`src/rtl/flash_audio_player.sv`:
```
// Streams packed 16-bit PCM from flash to the codec write port with normal/fast/slow rate and volume shift.
// Define FLASH_PLAYER_LOOP_EN to wrap back to START_WORD at the end instead of returning to idle.
module flash_audio_player #(
    parameter int          ADDR_W     = 23,
    parameter int          DATA_W     = 32,
    parameter int          SAMPLE_W   = 16,
    parameter int unsigned START_WORD = 0,
    parameter int unsigned NUM_WORDS  = 'h80000,
    parameter int          SHIFT_W    = 4
) (
    input  logic                CLOCK_50,
    input  logic                reset,
    input  logic                start,
    input  logic [1:0]          mode,
    input  logic [SHIFT_W-1:0]  vol_shift,
    output logic                busy,
    output logic                done,
    output logic                flash_mem_read,
    output logic [ADDR_W-1:0]   flash_mem_address,
    input  logic                flash_mem_waitrequest,
    input  logic [DATA_W-1:0]   flash_mem_readdata,
    input  logic                flash_mem_readdatavalid,
    input  logic                write_ready,
    output logic                write_s,
    output logic [SAMPLE_W-1:0] writedata_left,
    output logic [SAMPLE_W-1:0] writedata_right
);

    localparam logic [2:0] IDLE       = 3'd0;
    localparam logic [2:0] FETCH      = 3'd1;
    localparam logic [2:0] WAIT_DATA  = 3'd2;
    localparam logic [2:0] WAIT_READY = 3'd3;
    localparam logic [2:0] SEND       = 3'd4;
    localparam logic [2:0] WAIT_ACK   = 3'd5;

    localparam logic [ADDR_W-1:0] FIRST_ADDR = ADDR_W'(START_WORD);
    localparam logic [ADDR_W-1:0] LAST_ADDR  = ADDR_W'(START_WORD + NUM_WORDS - 1);

    logic [2:0]          r_state;
    logic                r_busy;
    logic                r_done;
    logic                r_read;
    logic [ADDR_W-1:0]   r_addr;
    logic                r_write;
    logic [SAMPLE_W-1:0] r_sample;
    logic [DATA_W-1:0]   r_word;
    logic [1:0]          r_mode;
    logic                r_half;
    logic                r_rep;

    logic [SAMPLE_W-1:0]        w_half_sample;
    logic signed [SAMPLE_W-1:0] w_shifted;
    logic                       w_word_end;
    logic                       w_next_half;
    logic                       w_next_rep;
    logic                       w_last;

    assign w_half_sample = r_half ? r_word[DATA_W-1:SAMPLE_W] : r_word[SAMPLE_W-1:0];
    // Arithmetic shift fills with the sign bit, so large shifts saturate to 0 or -1.
    assign w_shifted     = $signed(w_half_sample) >>> vol_shift;
    assign w_last        = (r_addr == LAST_ADDR);

    // Decide what follows the sample just acknowledged; mode 11 behaves as normal.
    always_comb begin
        w_word_end  = 1'b0;
        w_next_half = r_half;
        w_next_rep  = r_rep;
        if (r_mode == 2'b01) begin
            w_word_end = 1'b1;
        end else if (r_mode == 2'b10) begin
            if (!r_rep) begin
                w_next_rep = 1'b1;
            end else begin
                w_next_rep = 1'b0;
                if (r_half) w_word_end  = 1'b1;
                else        w_next_half = 1'b1;
            end
        end else begin
            if (r_half) w_word_end  = 1'b1;
            else        w_next_half = 1'b1;
        end
    end

    always_ff @(posedge CLOCK_50) begin
        if (reset) begin
            r_state  <= IDLE;
            r_busy   <= 1'b0;
            r_done   <= 1'b0;
            r_read   <= 1'b0;
            r_addr   <= FIRST_ADDR;
            r_write  <= 1'b0;
            r_sample <= '0;
            r_word   <= '0;
            r_mode   <= 2'b00;
            r_half   <= 1'b0;
            r_rep    <= 1'b0;
        end else begin
            r_done <= 1'b0;
            case (r_state)
                IDLE: begin
                    if (start) begin
                        r_addr  <= FIRST_ADDR;
                        r_busy  <= 1'b1;
                        r_read  <= 1'b1;
                        r_state <= FETCH;
                    end
                end
                FETCH: begin
                    if (!flash_mem_waitrequest) begin
                        r_read  <= 1'b0;
                        r_state <= WAIT_DATA;
                    end
                end
                WAIT_DATA: begin
                    if (flash_mem_readdatavalid) begin
                        r_word  <= flash_mem_readdata;
                        r_mode  <= mode;
                        r_half  <= 1'b0;
                        r_rep   <= 1'b0;
                        r_state <= WAIT_READY;
                    end
                end
                WAIT_READY: begin
                    r_write <= 1'b0;
                    if (write_ready) r_state <= SEND;
                end
                SEND: begin
                    r_sample <= w_shifted;
                    r_write  <= 1'b1;
                    r_state  <= WAIT_ACK;
                end
                WAIT_ACK: begin
                    if (!write_ready) begin
                        r_write <= 1'b0;
                        if (!w_word_end) begin
                            r_half  <= w_next_half;
                            r_rep   <= w_next_rep;
                            r_state <= WAIT_READY;
                        end else begin
                            r_half <= 1'b0;
                            r_rep  <= 1'b0;
                            if (w_last) begin
                                r_done <= 1'b1;
`ifdef FLASH_PLAYER_LOOP_EN
                                r_addr  <= FIRST_ADDR;
                                r_read  <= 1'b1;
                                r_state <= FETCH;
`else
                                r_busy  <= 1'b0;
                                r_state <= IDLE;
`endif
                            end else begin
                                r_addr  <= r_addr + 1'b1;
                                r_read  <= 1'b1;
                                r_state <= FETCH;
                            end
                        end
                    end
                end
                default: r_state <= IDLE;
            endcase
        end
    end

    assign busy              = r_busy;
    assign done              = r_done;
    assign flash_mem_read    = r_read;
    assign flash_mem_address = r_addr;
    assign write_s           = r_write;
    assign writedata_left    = r_sample;
    assign writedata_right   = r_sample;

endmodule

```
`config.mk`:
```
export PLATFORM = sky130hd
export DESIGN_NAME = flash_audio_player
export DESIGN_NICKNAME = d
export VERILOG_FILES = /design/src/rtl/flash_audio_player.sv
export SDC_FILE = /design/constraint.sdc
export NUM_CORES = 1
export LEC_CHECK = 0
export ABC_CLOCK_PERIOD_IN_PS = 5300
export BUFFER_PORTS_ARGS = -buffer_cell sky130_fd_sc_hd__clkbuf_2
export CAP_MARGIN = 0
export CORE_MARGIN = 4
export CORE_UTILIZATION = 59
export CTS_CLUSTER_DIAMETER = 50
export DETAILED_ROUTE_END_ITERATION = 10
export PLACE_DENSITY = 0.86
export SYNTH_ARGS = -nofsm -noshare
export SYNTH_HDL_FRONTEND = slang
export SYNTH_SLANG_ARGS = --single-unit
```
`constraint.sdc`:
```
create_clock -name CLOCK_50 -period 5.3 [get_ports CLOCK_50]
set_clock_uncertainty 0.15 [all_clocks]
set_input_delay 0 -clock CLOCK_50 [delete_from_list [all_inputs] [get_ports CLOCK_50]]
set_output_delay 0 -clock CLOCK_50 [all_outputs]
set_load 0.05 [all_outputs]
```
; ---- Word-level counts from Yosys, hierarchy flattened
; Index checks and enable logic that the tools add are counted.
[classes]
addsub = 1
n_eq_ne = 19
n_shift = 1
muxes = 44
bitwise_logic = 2
reduce_logical = 14
[op_table]
columns = cell, n
row1 = $mux W23, 4
row2 = $pmux W23 S2, 1
row3 = $mux W1, 26
row4 = $reduce_and A5 Y1, 5
row5 = $add A23 B1 Y23 const B, 1
row6 = $eq A23 B19 Y1 const B, 1
row7 = $pmux W3 S6, 1
row8 = $mux W16, 1
row9 = $ne A2 B2 Y1 const B, 8
row10 = $sshr A16 B4 Y16, 1
row11 = $mux W3, 5
row12 = $eq A3 B2 Y1 const B, 2
row13 = $eq A3 B3 Y1 const B, 2
row14 = $ne A3 B3 Y1 const B, 2
row15 = $pmux W1 S2, 3
row16 = $pmux W1 S3, 2
row17 = $reduce_and A6 Y1, 1
row18 = $reduce_bool A3 Y1, 2
row19 = $ne A4 B4 Y1 const B, 1
row20 = $reduce_and A2 Y1, 2
row21 = $reduce_bool A2 Y1, 2
row22 = $reduce_or A4 Y1, 1
row23 = $eq A3 B1 Y1 const B, 1
row24 = $logic_not A3 Y1, 1
row25 = 4 further kinds, 5
[totals]
register_bits = 82

; ---- Logic depth before layout (Yosys ltp)
; Gate-level depths: netlist (run 1).
[logic_depth]
ltp_word = 7
mapped_depth = 8
mapped_depth_nobuf = 6

; ---- Worst setup path before layout (run 1)
; Ideal clock, no wire load.
[synth_timing]
path_type = reg-to-reg
from = register r_addr[3] (netlist: flash_mem_address[3])
to = register r_addr[10] (netlist: flash_mem_address[10])
t_arrival_ns = 2.026
setup_slack_ns = 3.009
stages_incl_launch_ff = 7
path_buffers = 1
synth_period_minus_slack_ns = 2.291
cell_sequence = dfxtp_1 -> and4_1 -> nand4_1 -> nor3_2 -> buf_2 -> nor4_1 -> o21a_1
[synth_via]
elab_chain_cells = 5
word_cells_on_any_way = 8
classes_between = 1 x add/sub / 2 x eq/ne / 4 x mux / 1 x reduce/logical
[synth_rtl]
columns = element, line_no
row1 = from (decl), 43  ; logic [ADDR_W-1:0] r_addr;
row2 = from (signal assigned), 153  ; r_addr <= r_addr + 1'b1;
row3 = $add A23 B1 Y23, 153
row4 = $mux W23, 142  ; if (w_last) begin
row5 = $mux W23, 135  ; if (!w_word_end) begin
row6 = $mux W23, 133  ; if (!write_ready) begin
row7 = $pmux W23 S2, 99  ; case (r_state)
; Parallel ways exist; a longest one is shown, timed or not. The select of a mux whose other input is x is not followed.
; A chain may end at the register's enable or synchronous reset.

; ---- Final worst setup path (run 1)
[layout_timing]
from = register r_half
to = register r_addr[17] (netlist: flash_mem_address[17])
[layout_via]
elab_chain_cells = 6
[layout_rtl]
columns = element, line_no
row1 = from (decl), 48  ; logic r_half;
row2 = from (signal assigned), 136  ; r_half <= w_next_half;
row3 = $mux W1 (*), "75, 79"
row4 = $mux W1, 71  ; if (!r_rep) begin
row5 = $mux W1 (*), 70  ; end else if (r_mode == 2'b10) begin
row6 = $mux W1 (*), 68  ; if (r_mode == 2'b01) begin
row7 = $ne A2 B2 Y1 (no line) (*), -
row8 = $reduce_and A5 Y1 (no line) (*), -
; Mark *: on every way between the ends. The rest lies on a longest branch, timed or not.

==> flow_summary.ini, run 1 <==
[status]
status = complete, no violations

[run]
maxCapViolCount = 0

[cells_and_area]
multiInputGateArea_sq_um = 2770
stdcell_count = 764
drive_above_1_share_pct = 23.4
nFillCells = 588
final_net_count = 703
regArea_sq_um = 1640
area_growth_pct = 21.3
num_antenna_cells = 0

[power]
power_frac_clock_pct = 39.8
switching_share_pct = 25.5
design_power_total_mw = 1.41
powerDensity_nw_per_um2 = 245
seqPwrFrac_pct = 46.0
p_leak_nw = 2.17
p_sw_uw = 359
p_comb_share_pct = 14.1
vdd_drop_max_mv = 0.202
cellInternalPower_mw = 1.05

[hold_path]
hold_path.class = in2reg
hp-start = vol_shift[2]

[global_routing]
antenna_found_initial = 0
grt_pass1_vias = 4439
grt_max_degree = 76
grt.total_usage_pct = 26.1
globalRouteOverflowTotal = 0
grt_first_pass_wirelength_mm = 21.0

[synth]
yosys_warnings = 0
ys_top_cells_by_count = 109 x nand2_1, 82 x dfxtp_1, 48 x a21oi_1, 37 x mux2i_1, 30 x clkbuf_1
yosysMostFrequentCell = nand2_1
postSynth.asyncResetShare_pct = 0
netlist_top_cells_area = dfxtp_1 35%, nand2_1 8.6%, mux4_2 8.5%, mux2i_1 7.8%, a21oi_1 5.1%
synth_seq_cells = 82
synth_edf_count = 0
synth_top_area_share_pct = 34.6
post_synth_num_cell_types = 62
yosys_most_used_dff = dfxtp_1
yosysTopAreaCell = dfxtp_1
syn_nets = 605
syn_area_sq_um = 4740
synthCells = 560
yosysSeqAreaShare_pct = 34.6
avgSynthCellArea_sq_um = 8.47

[placed_design]
io_buffer_count = 102
dp.cells = 710
gp_congestion = 0.916
post-place-ws_ns = 2.38
place.detailed.hpwl_mm = 8.30

[critical_path]
critPathCaptureType = flip-flop
start_kind = flip-flop
r2r-start = r_half$_SDFFE_PP0P_
slowest_stage = dfxtp_1
crit_required_ns = 5.43
crit_start = r_half$_SDFFE_PP0P_
worstPathMaxFanout = 32
critical_path_class = reg2reg
slowest_delay_ns = 1.01
path_cells = nand2b_1 > a31oi_2 > nor4_1 > mux2i_1
arrival_ns = 3.09

[timing]
max_freq_mhz = 337
setup_viol = 0
setup_tns_ns = 0
rsz0062_at_grt = no
drv_slew = 0
min_period_over_period_pct = 56.0
period_needed_ns = 2.97
hold_viol = 0
tightest_slew_ns = 1.33
setup_ws_ns = 2.33
relSlewSlack_pct = 10.8

[die]
io_pins = 103
die_height_um = 97.7
rows = 32
die_x_um = 97.7
placeableCoreArea_sq_um = 7770
initial_utilization_pct = 61.1
die-area_sq_um = 9540

[clock_network]
insertion_delay_ns = 0.36
numClockSinks = 82
tritoncts = built
cts_resized = 0
numCtsBuffers = 9
path_clk_slew_ns = 0.10
clockBufferDepth = 2
htree_num_levels = 3
clk_root_buffer_cell = clkbuf_8

[route]
drtPass1Iterations = 5
avgRoutedWirePerCell_um = 16.6
route.detailed.drc = 0
vias_per_cell = 6.11
antenna_left = 0
wl_mm = 12.7
drt_iter0_markers = 386
dr_total_vias = 4671
[per-layer routing]
layer	vias to the layer above	track usage [%]	routed length, um
met2	202	45.1	6420
li1	2225	-	-
met1	2214	32.8	5150
met3	30	4.88	861
met4	0	8.84	268
met5	-	0	0
[state kept, by name, indices dropped and copies added (netlist names)]
signal and cells:
busy 1, done 1, flash_mem_address 23, flash_mem_read 1, r_half 1, r_mode 2, r_rep 1, r_state 3
r_word 32, write_s 1, writedata_left 16
[power groups by stage]
| stage | clock, mW | sequential, mW | combinational [mW] |
|---|---|---|---|
| 6_report | 0.562 | 0.650 | 0.200 |
| 3_5_place_dp | 0 | 0.664 | 0.172 |
| 2_1_floorplan | 0 | 0.666 | 0.128 |
| 4_1_cts | 0.563 | 0.650 | 0.196 |
| 5_1_grt | 0.589 | 0.653 | 0.217 |
| 3_3_place_gp | 0 | 0.662 | 0.167 |
[layout make-up]
type | count | area share, %
Clock inverter | 4 | 1.72
Inverter | 8 | 0.522
Multi-Input combinational cell | 411 | 48.1
Timing Repair Buffer | 146 | 16.3
Sequential cell | 82 | 28.5
Clock buffer | 11 | 2.63
Tap cell | 102 | 2.22
[worst max-delay path, delay by kind of cell (launching register included)]
family          cells  cell delay, ns
compound gates      1            0.52
flops               1            1.01
mux                 1            0.30
simple gates        2            0.92
[placed cells by master, fill, tap and decap left out, drive strengths merged, types with 4 or more instances in the layout]
cell type    instances
inv                  5
mux4                19
nor3b                4
or4                  6
or3                 17
dlygate4sd3         39
and2                 4
nor2                25
and3                 7
mux2                 7
o31ai                5
nand2              109
mux2i               37
a21boi               6
clkinv               4
o21ai               16
a21oi               48
nor4                 8
a31oi                7
dfxtp               82
clkbuf             113
a211oi               7
nor3                15
nand4                6
nand3               16
buf                  5
[path summary, 6_finish.rpt]
check	to	slack [ns]	depth (start not counted)
worst max-delay path	flash_mem_address[17]$_SDFFE_PP0P_	2.33	4
worst max register to register	flash_mem_address[17]$_SDFFE_PP0P_	2.33	4
worst min register to register	r_word[0]$_SDFFE_PP0P_	0.32	2
worst min-delay path	writedata_left[1]$_SDFFE_PP0P_	0.06	3
[through the flow]
step	hold WS [ns]	cell area (sq um)	utilization (%)
2_1_floorplan	-0.0733	4740	-
3_3_place_gp	0.0719	5110	65.8
6_report	0.0556	5750	74.1
4_1_cts	0.0273	5750	74.1
5_1_grt	0.0744	5750	74.1
3_5_place_dp	0.0789	5110	65.8
[repair_timing]
action	4_1_cts	5_1_grt
endpoints found under the setup margin	0	0
hold buffers	39	0
setup buffers	0	0
hold endpoints to repair	41	0
[logic make-up (layout without fill, tap and decap cells)]
kind of cell | count (synthesis) | in the layout | share of synthesized area [%]
muxes | 63 | 63 | 18.6
AOI/OAI and AO/OA | 113 | 113 | 15.1
adders and majority gates | 1 | 1 | 0.264
and+or+nand+nor | 234 | 234 | 23.9
DFF | 82 | 82 | 34.6
buffers and inverters | 67 | 169 | 7.57
(Power assumes the default switching activity.)
==> run 2: changes to the inputs <==
==> config.mk (replaced) <==
export PLATFORM = sky130hd
export DESIGN_NAME = flash_audio_player
export DESIGN_NICKNAME = d
export VERILOG_FILES = /design/src/rtl/flash_audio_player.sv
export SDC_FILE = /design/constraint.sdc
export NUM_CORES = 1
export LEC_CHECK = 0
export ABC_CLOCK_PERIOD_IN_PS = 2800
export BUFFER_PORTS_ARGS = -buffer_cell sky130_fd_sc_hd__clkbuf_2
export CAP_MARGIN = 0
export CORE_MARGIN = 4
export CORE_UTILIZATION = 55
export CTS_CLUSTER_DIAMETER = 50
export DETAILED_ROUTE_END_ITERATION = 10
export PLACE_DENSITY = 0.81
export SYNTH_ARGS = -nofsm -noshare
export SYNTH_HDL_FRONTEND = slang
export SYNTH_SLANG_ARGS = --single-unit
==> constraint.sdc (replaced) <==
create_clock -name CLOCK_50 -period 2.8 [get_ports CLOCK_50]
set_clock_uncertainty 0.15 [all_clocks]
set_input_delay 0 -clock CLOCK_50 [delete_from_list [all_inputs] [get_ports CLOCK_50]]
set_output_delay 0 -clock CLOCK_50 [all_outputs]
set_load 0.05 [all_outputs]
==> run 2 against run 1 <==
  * Via count grew 0.90%
  * Combinational power grew 96%
  * Worst hold slack lost 0.027 ns
  * Final cell count grew 1.8%
  * Sequential power grew 89%
  * Setup slack lost 2.0 ns
  * Fmax grew 21%
  * Largest power group unchanged
  * Sequential share of layout area shrank 0.22 points
  * Largest cell class unchanged
  * Highest routed layer unchanged
  * Total power grew 80%
==> flow_summary.ini, run 2 (same netlist as run 1, synthesis figures left out) <==
[status]
status = complete, no violations

[critical_path]
critical_path_class = reg2reg
arrival_ns = 2.53
worstPathMaxFanout = 14
critPathCaptureType = flip-flop
slowest_delay_ns = 0.62
slowest_stage = dfxtp_1
cp_num_buf_inv = 1
crit_required_ns = 2.89
crit_start = r_state[0]$_SDFFE_PP0P_
r2r_end = r_state[0]$_SDFFE_PP0P_
r2r-start = r_state[0]$_SDFFE_PP0P_
crit_cells = 6
endpoint = r_state[0]$_SDFFE_PP0P_
start_kind = flip-flop
reg2reg_depth = 6
reg2reg_setup_slack_ns = 0.36
path_cells = nor2b_1 > nor3_1 > a211oi_1 > o21ai_0 > o2111a_1 > dlygate4sd3_1
path_delay_family = flip-flops

[route]
avgRoutedWirePerCell_um = 16.8
vias_per_cell = 6.06
drt_iter0_markers = 253
route.detailed.drc = 0
wl_mm = 13.0
antenna_left = 0
drtPass1Iterations = 5
dr_total_vias = 4713

[cells_and_area]
area_growth_pct = 22.2
fin_area_sq_um = 5800
final_common_cell = nand2_1
largest_reg_flops = 32
nFillCells = 653
num_antenna_cells = 0
final_cell_mix = 109 x nand2_1, 102 x clkbuf_2, 82 x dfxtp_1
regMostFlops = r_word
drive_above_1_share_pct = 23.8
final_net_count = 714

[placed_design]
post-place-ws_ns = 0.485
place.detailed.hpwl_mm = 8.83
io_buffer_count = 102
gp_congestion = 0.937
postPlaceCellArea_sq_um = 5180

[power]
p_comb_share_pct = 15.5
vdd_drop_max_mv = 0.306
powerDensity_nw_per_um2 = 438
power_frac_clock_pct = 36.1
p_sw_uw = 677
cellInternalPower_mw = 1.86
design_power_total_mw = 2.54
seqPwrFrac_pct = 48.5
switching_share_pct = 26.7
p_leak_nw = 2.19

[die]
placeableCoreArea_sq_um = 8300
rows = 33
die_height_um = 101
die_x_um = 101
die-area_sq_um = 10200
io_pins = 103
initial_utilization_pct = 57.2

[global_routing]
globalRouteOverflowTotal = 0
grt_max_degree = 50
grt_first_pass_wirelength_mm = 21.7
grt.total_usage_pct = 26.1
grt_pass1_vias = 4506
antenna_found_initial = 0

[timing]
relSlewSlack_pct = 33.1
tightest_slew_ns = 1.00
setup_viol = 0
fin_hold_ws_ns = 0.0287
rsz0062_at_grt = no
drv_slew = 0
max_freq_mhz = 409
setup_tns_ns = 0
min_period_over_period_pct = 87.3
hold_viol = 0
setup_ws_ns = 0.355
period_needed_ns = 2.44

[clock_network]
numClockSinks = 82
path_clk_slew_ns = 0.08
clk_root_buffer_cell = clkbuf_8
cts_resized = 0
htree_num_levels = 3
tritoncts = built
insertion_delay_ns = 0.35
clockBufferDepth = 2
numCtsBuffers = 9
post_cts_buffers = 0

[run]
maxCapViolCount = 0

[hold_path]
hold_path.class = in2reg
[run 2: stage by stage]
step,util (%),std cells
global route,69.8,778
floorplan,-,560
CTS,69.8,778
global placement,62.4,721
detailed placement,62.4,721
finish,69.8,778
[run 2: worst min path at each step]
stage | startpoint | end | cells after the start
after global routing | vol_shift[2] | writedata_left[1]$_SDFFE_PP0P_ | 3
after floorplan | write_ready | done$_SDFF_PP0_ | 1
after CTS | vol_shift[2] | writedata_left[1]$_SDFFE_PP0P_ | 3
after global placement | flash_mem_readdata[20] | r_word[20]$_SDFFE_PP0P_ | 3
after detailed placement | flash_mem_readdata[7] | r_word[7]$_SDFFE_PP0P_ | 3
final | vol_shift[2] | writedata_left[1]$_SDFFE_PP0P_ | 3
[run 2: power groups by stage]
stage	logic [mW]	registers (mW)	clock network, mW
after CTS	0.386	1.23	0.917
after floorplan	0.242	1.26	0
after global routing	0.428	1.23	0.973
final	0.392	1.23	0.915
after global placement	0.333	1.25	0
after detailed placement	0.339	1.25	0
[run 2: area by class of cell]
class                      count  area (sq um)  area share (%)
clock inverter                 3          65.1            1.12
multi-input combinational    411          2770            47.7
tap                          105           131            2.27
sequential                    82          1640            28.3
inverter                       8          30.0           0.518
clock buffer                  12           135            2.33
timing repair buffer         157          1030            17.7
[run 2: what timing repair did]
| action | CTS | global route |
|---|---|---|
| endpoints found under the hold margin | 41 | 0 |
| endpoints found under the setup margin | 0 | 0 |
| hold buffers | 42 | 0 |
[run 2: worst register-to-register path, delay by kind of cell, from the launching register on]
kind	cells	cell delay (ns)
flops	1	0.62
compound gates	3	0.59
buf+inv	1	0.55
simple gates	2	0.43
[run 2: metal layers]
metal	track usage [%]	part of all wire (%)	vias up
met5	0	0	-
met4	10.8	2.9	0
met3	5.40	7.2	41
met2	42.0	48	209
met1	34.0	42	2228
li1	-	-	2235
